$ cat src/rtl/zbus_master.sv
// ZX/Z80-style bus master: runs one I/O or memory read/write cycle per accepted request.
// Optional macro ZBUS_MASTER_INT_EN adds a synchronized, sticky zint_n interrupt flag.
module zbus_master #(
  parameter int unsigned TCLK     = 2,
  parameter int unsigned IO_WAITS = 1
) (
  input  logic        clk,
  input  logic        rst,
  input  logic        req,
  input  logic [1:0]  op,
  input  logic [15:0] addr,
  input  logic [7:0]  wdata,
  output logic        busy,
  output logic        done,
  output logic [7:0]  rdata,
  output logic        claimed,
  output logic [15:0] za,
  output logic [7:0]  zd_out,
  output logic        zd_oe,
  input  logic [7:0]  zd_in,
  output logic        ziorq_n,
  output logic        zmreq_n,
  output logic        zrd_n,
  output logic        zwr_n,
  input  logic        ziorqge,
  input  logic        zint_n,
  input  logic        int_clr,
  output logic        int_req
);

  localparam logic [3:0] TclkM1   = 4'(TCLK - 1);
  localparam logic [2:0] WaitsM1  = (IO_WAITS != 0) ? 3'(IO_WAITS - 1) : 3'd0;
  localparam bit         HasWaits = (IO_WAITS != 0);

  typedef enum logic [2:0] {StIdle, StT1, StT2, StTw, StT3, StDone} state_e;

  state_e      state_q, state_d;
  logic [3:0]  cnt_q, cnt_d;
  logic [2:0]  wcnt_q, wcnt_d;
  logic [1:0]  op_q, op_d;
  logic [15:0] addr_q, addr_d;
  logic [7:0]  wdata_q, wdata_d;
  logic [7:0]  rdata_q, rdata_d;
  logic        claimed_q, claimed_d;

  logic io_q, wr_q, last_tick, in_cycle, strobe;

  assign io_q      = ~op_q[1];
  assign wr_q      = op_q[0];
  assign last_tick = (cnt_q == 4'd0);

  always_ff @(posedge clk or posedge rst) begin
    if (rst) begin
      state_q   <= StIdle;
      cnt_q     <= 4'd0;
      wcnt_q    <= 3'd0;
      op_q      <= 2'b00;
      addr_q    <= 16'h0000;
      wdata_q   <= 8'h00;
      rdata_q   <= 8'h00;
      claimed_q <= 1'b0;
    end else begin
      state_q   <= state_d;
      cnt_q     <= cnt_d;
      wcnt_q    <= wcnt_d;
      op_q      <= op_d;
      addr_q    <= addr_d;
      wdata_q   <= wdata_d;
      rdata_q   <= rdata_d;
      claimed_q <= claimed_d;
    end
  end

  always_comb begin
    state_d   = state_q;
    cnt_d     = cnt_q;
    wcnt_d    = wcnt_q;
    op_d      = op_q;
    addr_d    = addr_q;
    wdata_d   = wdata_q;
    rdata_d   = rdata_q;
    claimed_d = claimed_q;
    unique case (state_q)
      StIdle: begin
        if (req) begin
          op_d    = op;
          addr_d  = addr;
          wdata_d = wdata;
          cnt_d   = TclkM1;
          state_d = StT1;
        end
      end
      StT1: begin
        if (last_tick) begin
          cnt_d   = TclkM1;
          state_d = StT2;
        end else begin
          cnt_d = cnt_q - 4'd1;
        end
      end
      StT2: begin
        if (last_tick) begin
          cnt_d = TclkM1;
          if (io_q && HasWaits) begin
            wcnt_d  = WaitsM1;
            state_d = StTw;
          end else begin
            state_d = StT3;
          end
        end else begin
          cnt_d = cnt_q - 4'd1;
        end
      end
      StTw: begin
        if (last_tick) begin
          cnt_d = TclkM1;
          if (wcnt_q == 3'd0) begin
            state_d = StT3;
          end else begin
            wcnt_d = wcnt_q - 3'd1;
          end
        end else begin
          cnt_d = cnt_q - 4'd1;
        end
      end
      StT3: begin
        if (last_tick) begin
          // Read data and claim are sampled on the final clock before strobes release.
          if (!wr_q) rdata_d = zd_in;
          if (io_q && !wr_q) claimed_d = ziorqge;
          state_d = StDone;
        end else begin
          cnt_d = cnt_q - 4'd1;
        end
      end
      StDone:  state_d = StIdle;
      default: state_d = StIdle;
    endcase
  end

  always_comb begin
    in_cycle = (state_q == StT1) || (state_q == StT2) || (state_q == StTw) || (state_q == StT3);
    strobe   = (state_q == StT2) || (state_q == StTw) || (state_q == StT3);
    // The accept clock is an IDLE clock, so busy there follows req directly.
    busy     = (state_q != StIdle) || (req && !rst);
    done     = (state_q == StDone);
    za       = in_cycle ? addr_q : 16'h0000;
    zd_oe    = in_cycle && wr_q;
    zd_out   = (in_cycle && wr_q) ? wdata_q : 8'h00;
    ziorq_n  = ~(strobe && io_q);
    zmreq_n  = ~(strobe && !io_q);
    zrd_n    = ~(strobe && !wr_q);
    zwr_n    = ~(strobe && wr_q);
    rdata    = rdata_q;
    claimed  = claimed_q;
  end

`ifdef ZBUS_MASTER_INT_EN
  logic [1:0] sync_q;
  logic       int_req_q;

  always_ff @(posedge clk or posedge rst) begin
    if (rst) begin
      sync_q    <= 2'b11;
      int_req_q <= 1'b0;
    end else begin
      sync_q <= {sync_q[0], zint_n};
      if (!sync_q[1]) begin
        int_req_q <= 1'b1;
      end else if (int_clr) begin
        int_req_q <= 1'b0;
      end
    end
  end

  assign int_req = int_req_q;
`else
  logic unused_int;
  assign unused_int = zint_n ^ int_clr;
  assign int_req    = 1'b0;
`endif

endmodule

$ cat config.mk
export PLATFORM = sky130hd
export DESIGN_NAME = zbus_master
export DESIGN_NICKNAME = d
export VERILOG_FILES = /design/src/rtl/zbus_master.sv
export SDC_FILE = /design/constraint.sdc
export NUM_CORES = 1
export LEC_CHECK = 0
export ABC_AREA = 1
export CAP_MARGIN = 20
export CELL_PAD_IN_SITES_DETAIL_PLACEMENT = 1
export CELL_PAD_IN_SITES_GLOBAL_PLACEMENT = 1
export CORE_UTILIZATION = 30
export DETAILED_ROUTE_END_ITERATION = 6
export PLACE_DENSITY = 0.74
export SYNTH_ARGS = -nofsm -noshare
export SYNTH_HDL_FRONTEND = slang
export SYNTH_SLANG_ARGS = --single-unit
$ cat constraint.sdc
create_clock -name clk -period 3.84 [get_ports clk]
set_clock_uncertainty 0.1 [all_clocks]
set_input_delay 0.384 -clock clk [delete_from_list [all_inputs] [get_ports clk]]
set_output_delay 0.384 -clock clk [all_outputs]
set_load 0.01 [all_outputs]
==> impl_results.md <==
* Setup slack, reg-to-reg at 1.87 ns
* Worst r2r src: state_q[0]$_DFFE_PP0P_
* Site row count at 30
* Final period util at 70.4%
* WL/cell at 12.4 microns
* Die Ht at 87.5 microns
* Worst-skew pair later-pin latency at 0.28 ns
* IO Pins at 81
* CTS sink cnt at 45
* R2R Path End: wdata_q[6]$_DFFE_PP0P_
* Hold_ws at 0.326 ns
* CP required at 3.36 ns
* Crit-path cells: nor2_1, nand2_2, nand2_1, inv_1, nor2_1, clkdlybuf4s50_1
* Synth Instances at 283
* Setup TNS Final at 0 ns
* Area occupied by multi-input gates at 830 sq um
* Initial antenna violation count at 0
* CP max FO at 16
* Hold crit path type: in -> async
* WS Path Type: reg -> out
* Htree depth at 2
* Clock slew seen by the registers of the worst setup and hold paths at 0.08 ns
* Worst path max stage delay at 0.56 ns
* Slowest cell on crit path: clkdlybuf4s50_1
* Synth Warn # at 0
* Via density at 4.45
* Post-DRT Antenna Nets at 0
* Count of final hold-check violations at 0
* Initial DRT Pass Iterations at 4
* Synthesized area at 2190 sq um
* # DRC at 0
* F_max at 0.370 GHz
* First-pass GRT wire length at 9.70 mm
* Post-synth net total at 327
* Seq/Total Area, Yosys at 51.4%
* TritonCTS clock tree: built
* Largest net degree at the start of global routing at 53
* Die area at 7650 sq um
* WP buf/inv at 2
* Unique masters post-synth at 22
* Worst r2r path cells at 6
* Die Wd at 87.5 microns
* Grt ovf at 0
* Core Area at 6940 sq um
* Lkg Pwr at 0.00155 uW
* Number of global-route vias before repair at 2085
* PostCTS Resize Cnt at 0
* Setup Buffers After CTS at 0
* P per Cell Area at 828 nW/um^2
* IO Port Bufs at 77
* Root buffer cell: clkbuf_8
* Number of diodes at 0
* Worst Setup End Kind: output port
* Final GP Congestion at 0.767
* Clock Path Buffers at 2
* Starting DRC count in detailed routing at 84
* Least-Margin Pin Slew at 0.929 ns
* CP dominant cell by count: nor2_1
* Max-cap violations at 0
* Synth Register Bits at 45
* Worst path top cell family by delay: buffers and inverters
* Fillers at 841
* Register area at 1130 sq um
* Final HPWL DP at 4.02 mm
* Worst VDD drop at 0.336 mV
* Worst path arrival time at 2.22 ns
* Max_slew headroom at 37.8%
* Final setup violation count at 0
* Hold_buf cts at 0
* Total Wirelength at 5.66 mm
* Final count of pins violating max slew at 0
* Vias at 2027
* Area Overhead vs Synth at 43.3%
* Nets at 404
* Setup crit start: state_q[1]$_DFFE_PP0P_
* Inserted Clock Buffers at 5
* Total GRT Usage at 16.4%
* Post-Syn Area per Cell at 7.75 sq um
* Commonest cells after routing, fill and taps aside: 77 x clkdlybuf4s50_1, 62 x nor2_1, 48 x inv_1, 48 x nand2_1, 45 x dfrtp_1
* Status: completed
* Initial core utilization at 31.6%
* Tot Pwr at 2600 uW
* RSZ-0062 raised after global routing: no
* Ratio of cells with drive above 1 in the final layout at 4.72%
* Min cycle time layout at 2.70 ns
* Startpoint class of the critical path: flop
* Commonest non-fill, non-tap cell in the layout: clkdlybuf4s50_1
-- sequential cells by signal (all words and copies together), names as in the netlist --
signal and count:
rdata 8, state_q 3, op_q 2, claimed 1, addr_q 16, wdata_q 8, wcnt_q 3, cnt_q 4
-- stage by stage --
stage | instance area [sq um] | setup WS [ns] | instances | utilization, %
floorplan | 2190 | 2.14 | 283 | -
global placement | 3030 | 1.41 | 448 | 43.7
detailed placement | 3030 | 1.45 | 448 | 43.7
CTS | 3120 | 1.10 | 455 | 44.9
global route | 3140 | 0.949 | 456 | 45.2
finish | 3140 | 1.14 | 456 | 45.2
-- worst reg2reg max path, cell delays in order (launching register included) --
cell     delay [ns]
dfrtp_1        0.42
inv_2          0.13
nand2_1        0.11
nor2_2         0.14
nand2_2        0.52
nor2_1         0.33
a21oi_1        0.07
-- worst max-delay path by stage --
stage	end	slack [ns]	depth (start not counted)
after floorplan	za[10]	2.14	6
after global placement	za[0]	1.41	6
after detailed placement	za[9]	1.45	6
after CTS	za[9]	1.10	6
after global routing	za[7]	0.95	6
final	za[9]	1.14	6
-- per-layer routing --
metal / vias up / track usage, % / wire [microns]
li1: 1008 / - / -
met1: 967 / 20.1 / 2510
met2: 50 / 28.0 / 2770
met3: 2 / 5.50 / 358
met4: 0 / 3.13 / 19
met5: - / 0 / 0
-- layout make-up --
type | instances | area share, %
Timing Repair Buffer | 78 | 25.2
Clock buffer | 7 | 2.75
Tap cell | 96 | 3.82
Multi-Input combinational cell | 180 | 26.4
Inverter | 50 | 5.98
Sequential cell | 45 | 35.9
-- synth_stat cells --
cell / instances / area [sq um]
nor2_1: 62 / 233
nand2_2: 3 / 18.8
nand3_2: 1 / 10.0
inv_2: 1 / 3.75
xor2_1: 2 / 17.5
buf_6: 1 / 11.3
buf_4: 1 / 7.51
ha_1: 4 / 50.1
nand3b_1: 1 / 7.51
o21ai_2: 1 / 8.76
nor2_2: 2 / 12.5
nor3_1: 2 / 10.0
nand2_1: 48 / 180
dfrtp_1: 45 / 1130
nor3_4: 1 / 16.3
o21ai_0: 17 / 85.1
conb_1: 1 / 3.75
nand3_1: 7 / 35.0
a21oi_1: 27 / 135
buf_2: 6 / 30.0
a31oi_1: 1 / 6.26
inv_1: 49 / 184
-- power by group --
| group | switching (uW) | internal (uW) |
|---|---|---|
| combinational | 810 | 702 |
| sequential | 105 | 689 |
| clock | 151 | 143 |
-- logic make-up (layout without fill, tap and decap cells) --
family | count (synthesis) | in the layout | synth area share [%]
AO/OA/AOI/OAI | 46 | 46 | 10.7
XOR/XNOR | 2 | 2 | 0.799
adder cells (fa/ha/maj) | 4 | 4 | 2.28
buffers and inverters | 58 | 135 | 10.8
flip-flops | 45 | 45 | 51.4
other | 1 | 1 | 0.171
AND/OR/NAND/NOR | 127 | 127 | 23.9
(Power assumes the default switching activity.)
